### src/rtl/dispense_if.sv
// Handshake/status bundle between the vending front end and dispense_controller.
interface dispense_if;
   logic       div_clk_i;
   logic       req_i;
   logic       coin_ok_i;
   logic [1:0] sel_i;
   logic       drop_i;
   logic       clr_i;
   logic [3:0] motor_o;
   logic       busy_o;
   logic       done_o;
   logic       err_o;

   modport master (
      output div_clk_i, req_i, coin_ok_i, sel_i, drop_i, clr_i,
      input  motor_o, busy_o, done_o, err_o
   );

   modport slave (
      input  div_clk_i, req_i, coin_ok_i, sel_i, drop_i, clr_i,
      output motor_o, busy_o, done_o, err_o
   );
endinterface

### src/rtl/dispense_controller.sv
// Dispense motor sequencer with drop detection and timeout fault.
// Optional DISPENSE_RETRY_EN: one automatic motor retry before faulting.
module dispense_controller #(
   parameter int unsigned RUN_TICKS     = 3,
   parameter int unsigned TIMEOUT_TICKS = 10
) (
   input logic     clock_test,
   input logic     rst,
   dispense_if.slave bus
);

   typedef enum logic [2:0] {IDLE, RUN, WAIT_DROP, DONE, FAULT} state_t;

   localparam logic [7:0] RUN_LAST = 8'(RUN_TICKS - 1);
   localparam logic [7:0] TO_LAST  = 8'(TIMEOUT_TICKS - 1);

   state_t     state, state_n;
   logic       div_q;
   logic       tick;
   logic [7:0] cnt, cnt_n;
   logic [1:0] sel_q, sel_n;
   logic [3:0] motor_n;
   logic       busy_n, done_n, err_n;
`ifdef DISPENSE_RETRY_EN
   logic       retry_q, retry_n;
`endif

   assign tick = bus.div_clk_i & ~div_q;

   always_ff @(posedge clock_test) begin
      if (rst) begin
         state       <= IDLE;
         div_q       <= 1'b0;
         cnt         <= '0;
         sel_q       <= '0;
         bus.motor_o <= '0;
         bus.busy_o  <= 1'b0;
         bus.done_o  <= 1'b0;
         bus.err_o   <= 1'b0;
`ifdef DISPENSE_RETRY_EN
         retry_q     <= 1'b0;
`endif
      end else begin
         state       <= state_n;
         div_q       <= bus.div_clk_i;
         cnt         <= cnt_n;
         sel_q       <= sel_n;
         bus.motor_o <= motor_n;
         bus.busy_o  <= busy_n;
         bus.done_o  <= done_n;
         bus.err_o   <= err_n;
`ifdef DISPENSE_RETRY_EN
         retry_q     <= retry_n;
`endif
      end
   end

   // Drop detection is checked before the tick so it wins over a terminal count.
   always_comb begin
      state_n = state;
      cnt_n   = cnt;
      sel_n   = sel_q;
`ifdef DISPENSE_RETRY_EN
      retry_n = retry_q;
`endif
      case (state)
         IDLE: begin
            if (bus.req_i && bus.coin_ok_i) begin
               sel_n   = bus.sel_i;
               cnt_n   = '0;
               state_n = RUN;
            end
         end
         RUN: begin
            if (bus.drop_i) begin
               cnt_n   = '0;
               state_n = DONE;
            end else if (tick) begin
               if (cnt == RUN_LAST) begin
                  cnt_n   = '0;
                  state_n = WAIT_DROP;
               end else begin
                  cnt_n = cnt + 8'd1;
               end
            end
         end
         WAIT_DROP: begin
            if (bus.drop_i) begin
               cnt_n   = '0;
               state_n = DONE;
            end else if (tick) begin
               if (cnt == TO_LAST) begin
                  cnt_n   = '0;
`ifdef DISPENSE_RETRY_EN
                  if (!retry_q) begin
                     retry_n = 1'b1;
                     state_n = RUN;
                  end else begin
                     state_n = FAULT;
                  end
`else
                  state_n = FAULT;
`endif
               end else begin
                  cnt_n = cnt + 8'd1;
               end
            end
         end
         DONE: begin
            cnt_n   = '0;
            state_n = IDLE;
         end
         FAULT: begin
            if (bus.clr_i) begin
               cnt_n   = '0;
               state_n = IDLE;
            end
         end
         default: begin
            cnt_n   = '0;
            state_n = IDLE;
         end
      endcase
`ifdef DISPENSE_RETRY_EN
      if (state_n == IDLE) retry_n = 1'b0;
`endif
   end

   // Outputs are decoded from the next state so the registered copies track state.
   always_comb begin
      motor_n = '0;
      busy_n  = (state_n != IDLE);
      done_n  = (state_n == DONE);
      err_n   = (state_n == FAULT);
      if (state_n == RUN) motor_n = 4'b0001 << sel_n;
   end

endmodule

### src/flat_wrapper.sv
// flat-port wrapper written by rule: the top's interface ports become plain ports
module dispense_controller_flat 
#(
   parameter int unsigned RUN_TICKS     = 3,
   parameter int unsigned TIMEOUT_TICKS = 10
)
  (clock_test, rst, bus_div_clk_i, bus_req_i, bus_coin_ok_i, bus_sel_i, bus_drop_i, bus_clr_i, bus_motor_o, bus_busy_o, bus_done_o, bus_err_o);
  dispense_if bus_i ();
  input logic clock_test;
  input logic rst;
  input wire logic [$bits(bus_i.div_clk_i)-1:0] bus_div_clk_i;
  input wire logic [$bits(bus_i.req_i)-1:0] bus_req_i;
  input wire logic [$bits(bus_i.coin_ok_i)-1:0] bus_coin_ok_i;
  input wire logic [$bits(bus_i.sel_i)-1:0] bus_sel_i;
  input wire logic [$bits(bus_i.drop_i)-1:0] bus_drop_i;
  input wire logic [$bits(bus_i.clr_i)-1:0] bus_clr_i;
  output wire logic [$bits(bus_i.motor_o)-1:0] bus_motor_o;
  output wire logic [$bits(bus_i.busy_o)-1:0] bus_busy_o;
  output wire logic [$bits(bus_i.done_o)-1:0] bus_done_o;
  output wire logic [$bits(bus_i.err_o)-1:0] bus_err_o;
  assign bus_i.div_clk_i = bus_div_clk_i;
  assign bus_i.req_i = bus_req_i;
  assign bus_i.coin_ok_i = bus_coin_ok_i;
  assign bus_i.sel_i = bus_sel_i;
  assign bus_i.drop_i = bus_drop_i;
  assign bus_i.clr_i = bus_clr_i;
  assign bus_motor_o = bus_i.motor_o;
  assign bus_busy_o = bus_i.busy_o;
  assign bus_done_o = bus_i.done_o;
  assign bus_err_o = bus_i.err_o;
  dispense_controller #(.RUN_TICKS(RUN_TICKS), .TIMEOUT_TICKS(TIMEOUT_TICKS)) u_core (.clock_test(clock_test), .rst(rst), .bus(bus_i));
endmodule
### config.mk
export PLATFORM = sky130hd
export DESIGN_NAME = dispense_controller_flat
export DESIGN_NICKNAME = d
export VERILOG_FILES = /design/src/rtl/dispense_if.sv /design/src/rtl/dispense_controller.sv /design/src/flat_wrapper.sv
export SDC_FILE = /design/constraint.sdc
export NUM_CORES = 1
export LEC_CHECK = 0
export CORE_ASPECT_RATIO = 0.5
export CORE_MARGIN = 3
export CORE_UTILIZATION = 30
export DETAILED_ROUTE_END_ITERATION = 16
export GPL_TIMING_DRIVEN = 0
export HOLD_SLACK_MARGIN = 0.06
export PLACE_DENSITY_LB_ADDON = 0.2
export SLEW_MARGIN = 20
export SYNTH_ARGS = -nofsm -noshare
export SYNTH_HDL_FRONTEND = slang
export SYNTH_SLANG_ARGS = --single-unit
### constraint.sdc
create_clock -name clock_test -period 4.94 [get_ports clock_test]
set_input_delay 0.988 -clock clock_test [delete_from_list [all_inputs] [get_ports clock_test]]
set_output_delay 0.988 -clock clock_test [all_outputs]
set_load 0.005 [all_outputs]
## Word-level counts from Yosys, hierarchy flattened

Cells that the tools add are included.

| cells by class | value |
|---|---|
| $add $sub $neg | 1 |
| eq/ne operators | 12 |
| shift operators | 1 |
| multiplexer cells | 20 |
| bitwise operators | 3 |
| reduce and logical (&&, ||, !) cells | 5 |

Operator list:

| operator | number |
|---|---|
| 2-to-1 mux 8 bit | 8 |
| one-hot mux 8 bit (4 select lines) | 1 |
| 2-to-1 mux 3 bit | 8 |
| one-hot mux 3 bit (4 select lines) | 1 |
| adder 8 x 1 -> 8 bit, second input constant | 1 |
| == test 8 x 2 -> 1 bit, second input constant | 1 |
| == test 8 x 4 -> 1 bit, second input constant | 1 |
| == test 3 x 1 -> 1 bit, second input constant | 2 |
| == test 3 x 2 -> 1 bit, second input constant | 2 |
| == test 3 bit, second input constant | 2 |
| != test 3 x 2 -> 1 bit, second input constant | 2 |
| 2-to-1 mux 2 bit | 2 |
| AND reduction 4 bit | 1 |
| << shifter 1 x 2 -> 4 bit, first input constant | 1 |
| zero test 3 bit | 1 |
| nonzero test 3 bit | 1 |
| != test 2 x 1 -> 1 bit, second input constant | 1 |
| != test 2 bit, second input constant | 1 |
| inverter 1 bit | 2 |
| OR reduction 2 bit | 1 |
| AND 1 bit | 1 |
| logical AND 1 bit | 1 |

| storage, ports and cells | value |
|---|---|
| register bits | 21 |
| bits of input ports | 9 |
| output and inout bits | 7 |
| logic and storage cells | 50 |

## Logic depth before layout (Yosys ltp)

| depth | value |
|---|---|
| depth in word-level cells | 8 |
| mapped depth | 8 |
| depth with buffers taken out | 7 |

## Worst setup path after synthesis

OpenSTA, ideal clock, no wires.

| path | value |
|---|---|
| path kind | input -> register |
| from | input bus_drop_i |
| to | register u_core.cnt[3] |
| setup time | 0.120 ns |
| arrival time | 2.010 ns |
| required time | 4.820 ns |
| slack | 2.810 ns |
| stages | 5 |
| buffers on the path | 1 |
| cell sequence | or4_4 > buf_6 > and2_4 > a32oi_1 > nand2_1 |

| between the ends | value |
|---|---|
| word-level cells in the longest chain between the ends | 2 |
| elaborated cells on any way between the ends | 6 |
| classes of those cells | eq/ne: 2; mux: 3; reduce/logical: 1 |

RTL lines:

| item | line | text |
|---|---|---|
| start, declared | flat_wrapper.sv:15 | `input wire logic [$bits(bus_i.drop_i)-1:0] bus_drop_i;` |
| != test 3 x 2 -> 1 bit (no source line), or another cell as far along | - |  |
| AND reduction 4 bit (no source line) / one-hot mux 8 bit (4 select lines) (equally long branches) | - |  |
| end signal, assigned | dispense_controller.sv:46 | `cnt <= cnt_n;` |
| end, declared | dispense_controller.sv:20 | `logic [7:0] cnt, cnt_n;` |

Several ways; a longest one is shown, not always the timed one.
A chain may end at the register's enable or synchronous reset.

## Worst setup path in the final report

| path | value |
|---|---|
| from | input bus_div_clk_i |
| to | register u_core.bus.motor_o[2] |

| between the ends | value |
|---|---|
| word-level cells in the longest chain between the ends | 7 |
| elaborated cells on any way between the ends | 9 |
| classes of those cells | eq/ne: 1; mux: 5; bitwise: 2; reduce/logical: 1 |

RTL lines:

| item | line | text |
|---|---|---|
| start, declared | flat_wrapper.sv:11 | `input wire logic [$bits(bus_i.div_clk_i)-1:0] bus_div_clk_i;` |
| AND 1 bit * | dispense_controller.sv:28 | `assign tick = bus.div_clk_i & ~div_q;` |
| 2-to-1 mux 3 bit (on tied branches) | dispense_controller.sv:91, dispense_controller.sv:78 |  |
| 2-to-1 mux 3 bit (on tied branches) | dispense_controller.sv:88, dispense_controller.sv:75 |  |
| one-hot mux 3 bit (4 select lines) * | dispense_controller.sv:66 | `case (state)` |
| == test 3 x 1 -> 1 bit * | dispense_controller.sv:135 | `if (state_n == RUN) motor_n = 4'b0001 << sel_n;` |
| inverter 1 bit (no source line) * | - |  |
| OR reduction 2 bit (no source line) * | - |  |
| end signal, assigned | dispense_controller.sv:48 | `bus.motor_o <= motor_n;` |
| end, declared | dispense_if.sv:21 | `output motor_o, busy_o, done_o, err_o` |

Mark *: on every way between the ends. The rest lies on a longest branch, timed or not.

==> results.txt <==
----------------------------------------------------
[Final layout]
  Antenna fix cells ... 0
  Final design utilization ... 40.88%
  Layout overhead on the synthesized area ... 23.48%
  Number of nets in the layout ... 150
  Number of filler instances in the final layout ... 332
  Ratio of cells with drive above 1 in the final layout ... between 10% and 20%
  Number of cells in the finished layout apart from fillers ... 185

[Drt]
  Routed Antenna Nets ... 0
  Post-detailed-route wirelength per cell ... 11.28 microns
  WL final ... 2086 microns
  DRT iter0 DRCs ... 61
  Vias/cell ... 4.670
  Number of remaining DRC errors ... 0
  Number of iterations in the first detailed-routing pass ... 4
  Via count ... around 860

[Clock network]
  Number of hold buffers added after CTS ... 0
  Maximum number of buffers from clock root to sink ... 2
  CTS clock-pin slew for the worst setup and hold paths ... 80 ps
  Clock Sinks ... 21
  Buffers inserted by post-CTS timing repair ... 0
  Post-cts gate resize count ... 0
  Number of H-tree levels ... 1
  TritonCTS buffer count ... 3
  Clock tree from TritonCTS ... yes
  Buffer type at the clock tree root ... sky130_fd_sc_hd__clkbuf_8
  Clk_lat worst skew ... 260 ps

[Global route]
  Initial antenna violation count ... 0
  Total routing resource utilization after global routing ... 10.42%
  Wire length of the first global-routing pass ... approximately 3300 microns
  Largest net degree at the start of global routing ... 13
  Via count of the first global-routing pass ... 698
  Residual overflow from global routing ... 0

[Placement]
  Final GP Congestion ... 0.7832
  Inst Count DP ... 181
  Total half-perimeter wirelength after legalization and detailed placement ... 1533 microns
  Worst setup timing slack at the placement stage ... 2164 ps
  Number of port buffers ... 14

[Worst setup path]
  Critical-path maximum fanout ... 5
  R2R cell count ... 5
  Required time of the worst setup path ... 5140 ps
  Chain of cells forming the critical path ... clkdlybuf4s50_1 > nor4b_1 > a311oi_1 > a211oi_2 > nand3_1 > nor2_1
  Slack of the worst reg-to-reg path ... 3160 ps
  Worst path buffer plus inverter count ... 1
  Arrival time at the worst endpoint ... roughly 2700 ps
  Cell at the slowest stage of the critical path ... sky130_fd_sc_hd__clkdlybuf4s50_1
  Family with the most delay on the worst path ... simple AND/OR/NAND/NOR gates
  Category of the worst setup path launch point ... primary input
  Destination of the worst register-to-register timing path ... u_core.bus.motor_o[2]
  Type of destination of the critical path ... flip-flop
  Crit Path Category ... primary input to flip-flop
  Largest stage delay on the critical path ... 480 ps
  Worst reg2reg startpoint ... u_core.cnt[2]

[Worst hold path]
  Kind of path behind the tightest hold check ... flip-flop to flip-flop
  Hold path cells ... 2
  Worst hold start ... u_core.cnt[7]
  Endpoint of the worst hold path ... u_core.cnt[7]

[Synthesis]
  Ys flop type ... sky130_fd_sc_hd__dfxtp_1
  Part of the Yosys area used for sequential elements ... 40.05%
  Post-synth EDFFs ... 0
  Ys Warns ... 0
  Mean instance size in the synthesized netlist ... 8.821 sq um
  Number of cells produced by synthesis ... between 100 and 150
  Post-Synthesis Cell Area ... 1050 sq um
  Library cells used by synthesis ... 39
  Net count of the mapped netlist ... 131
  Share of synthesized flip-flops with an asynchronous set or reset ... 0%
  Flops & latches, synth ... 21

[Die]
  Number of rows created at floorplan ... 14
  Effective utilization at floorplan ... 33.11%
  DIE HEIGHT ... 47.83 microns
  Number of placed I/O pins ... 16
  DIE AREA ... 4288 sq um
  Core Footprint ... 3171 sq um
  Width of the chip ... 89.66 microns

[Timing]
  Highest clock frequency the design can meet ... 397.4 MHz
  Post-layout min period ... 2517 ps
  Hold Fails Final Rpt ... 0
  Setup Viol. Count Final ... 0
  Setup WS post-layout ... 2423 ps
  Transition time of the tightest slew-check pin ... around 540 ps
  Final cycle utilization of the critical path ... between 50% and 60%
  WHS ... 527.3 ps
  Tightest slew margin relative to the limit ... roughly 64%
  Skew final ... 2.347 ps
  Final number of max-transition violations ... 0
  Setup repair after global routing missed its margin ... false
  Final setup TNS ... 0 ps

[Power]
  Cell Pwr Density ... between 200 and 300 nW/um^2
  Leakage power of the design ... 0.4890 nW
  Worst vdd rail ir drop ... 0.1071 mV

[Job]
  Count of max-cap constraint violations ... 0

[Status]
  Status ... finished, final reports clean

----------------------------------------------------
-- metal layers --
metal  up-vias  track usage, %  wire [microns]
li1        461               -               -
met1       383           14.65            1108
met2        18           15.70             890
met3         2           3.093              71
met4         0           2.671              16
met5         -               0               0
-- report_power, final --
group          leakage, nW  internal [W]  total (W)  switching [W]
clock network       0.0255     0.0000562   0.000114      0.0000577
logic                0.293     0.0000371  0.0000783      0.0000412
registers            0.171      0.000177   0.000180     0.00000291
total                0.489      0.000271   0.000372       0.000102
-- logic make-up (layout without fill, tap and decap cells) --
logic type	count (synthesis)	count (layout)	share of synthesized area (%)
adders and majority gates	3	3	3.576
xor gates and xnor gates	4	4	3.338
AOI/OAI and AO/OA	18	18	15.61
buffers and inverters	13	31	6.556
and+or+nand+nor	57	57	27.89
muxes	3	3	2.980
DFF	21	21	40.05
-- layout by cell type (no fill, tap or decap), drive strengths merged, types with 2 or more instances in the layout --
| cell type | n |
|---|---|
| nor2 | 20 |
| a31oi | 2 |
| inv | 7 |
| mux2i | 2 |
| xor2 | 3 |
| and4 | 2 |
| ha | 3 |
| buf | 4 |
| a311oi | 2 |
| nand2b | 2 |
| dfxtp | 21 |
| clkdlybuf4s50 | 14 |
| nand2 | 9 |
| a211oi | 3 |
| a21oi | 2 |
| nand3 | 6 |
| nand3b | 3 |
| nor2b | 3 |
| and2 | 2 |
| o211ai | 2 |
| clkbuf | 5 |
| nand4 | 2 |
| nor3 | 4 |
| a32oi | 2 |
-- stage by stage --
| stage | power (W) | cell area [sq um] |
|---|---|---|
| floorplan | 0.0002376 | 1050 |
| global placement | 0.0002623 | 1250 |
| detailed placement | 0.0002626 | 1250 |
| CTS | 0.0003785 | 1296 |
| global route | 0.0003952 | 1296 |
| finish | 0.0003723 | 1296 |
-- state kept, by name, indices dropped and copies added (netlist names) --
register            cells
u_core.sel_q            2
u_core.state            3
u_core.bus.done_o       1
u_core.bus.busy_o       1
u_core.bus.motor_o      4
u_core.bus.err_o        1
u_core.cnt              8
u_core.div_q            1
-- Yosys cell counts, types with 2 or more instances --
| cell type | instances | area [sq um] |
|---|---|---|
| sky130_fd_sc_hd__xor2_1 | 3 | 26.28 |
| sky130_fd_sc_hd__a31oi_1 | 2 | 12.51 |
| sky130_fd_sc_hd__nand3b_1 | 3 | 22.52 |
| sky130_fd_sc_hd__ha_1 | 3 | 37.54 |
| sky130_fd_sc_hd__nor2b_1 | 3 | 18.77 |
| sky130_fd_sc_hd__o211ai_1 | 2 | 15.01 |
| sky130_fd_sc_hd__nand4_1 | 2 | 12.51 |
| sky130_fd_sc_hd__a311oi_1 | 2 | 17.52 |
| sky130_fd_sc_hd__and4_1 | 2 | 17.52 |
| sky130_fd_sc_hd__inv_1 | 7 | 26.28 |
| sky130_fd_sc_hd__nor2_1 | 20 | 75.07 |
| sky130_fd_sc_hd__mux2i_1 | 2 | 20.02 |
| sky130_fd_sc_hd__buf_6 | 2 | 22.52 |
| sky130_fd_sc_hd__dfxtp_1 | 21 | 420.4 |
| sky130_fd_sc_hd__nor3_1 | 4 | 20.02 |
| sky130_fd_sc_hd__nand2b_1 | 2 | 12.51 |
| sky130_fd_sc_hd__nand2_1 | 9 | 33.78 |
| sky130_fd_sc_hd__clkbuf_1 | 2 | 7.510 |
| sky130_fd_sc_hd__a32oi_1 | 2 | 17.52 |
| sky130_fd_sc_hd__nand3_1 | 6 | 30.03 |
| sky130_fd_sc_hd__a211oi_1 | 2 | 15.01 |
-- worst min-delay path: stages (launching register included) --
cell and delay (ps):
sky130_fd_sc_hd__dfxtp_1 360, sky130_fd_sc_hd__xor2_1 70, sky130_fd_sc_hd__nor2_1 70
-- cell type report --
type                       count  area (sq um)  area share (%)
sequential                    21         420.4           32.43
inverter                       7         26.28           2.027
timing repair buffer          14         140.1           10.81
clock buffer                   3         41.29           3.185
tap                           48         60.06           4.633
buffer                         6         42.54           3.282
clock inverter                 1         5.005          0.3861
multi-input combinational     85         560.5           43.24
-- worst max path at each step --
stage,startpoint,endpoint,cells after the start
after floorplan,bus_drop_i,u_core.cnt[3],5
after global placement,bus_div_clk_i,u_core.bus.motor_o[2],6
after detailed placement,bus_div_clk_i,u_core.bus.motor_o[2],6
after CTS,bus_div_clk_i,u_core.bus.motor_o[2],6
after global routing,bus_div_clk_i,u_core.bus.motor_o[2],6
final,bus_div_clk_i,u_core.bus.motor_o[2],6
No activity file was read; power rests on OpenSTA's default activity.
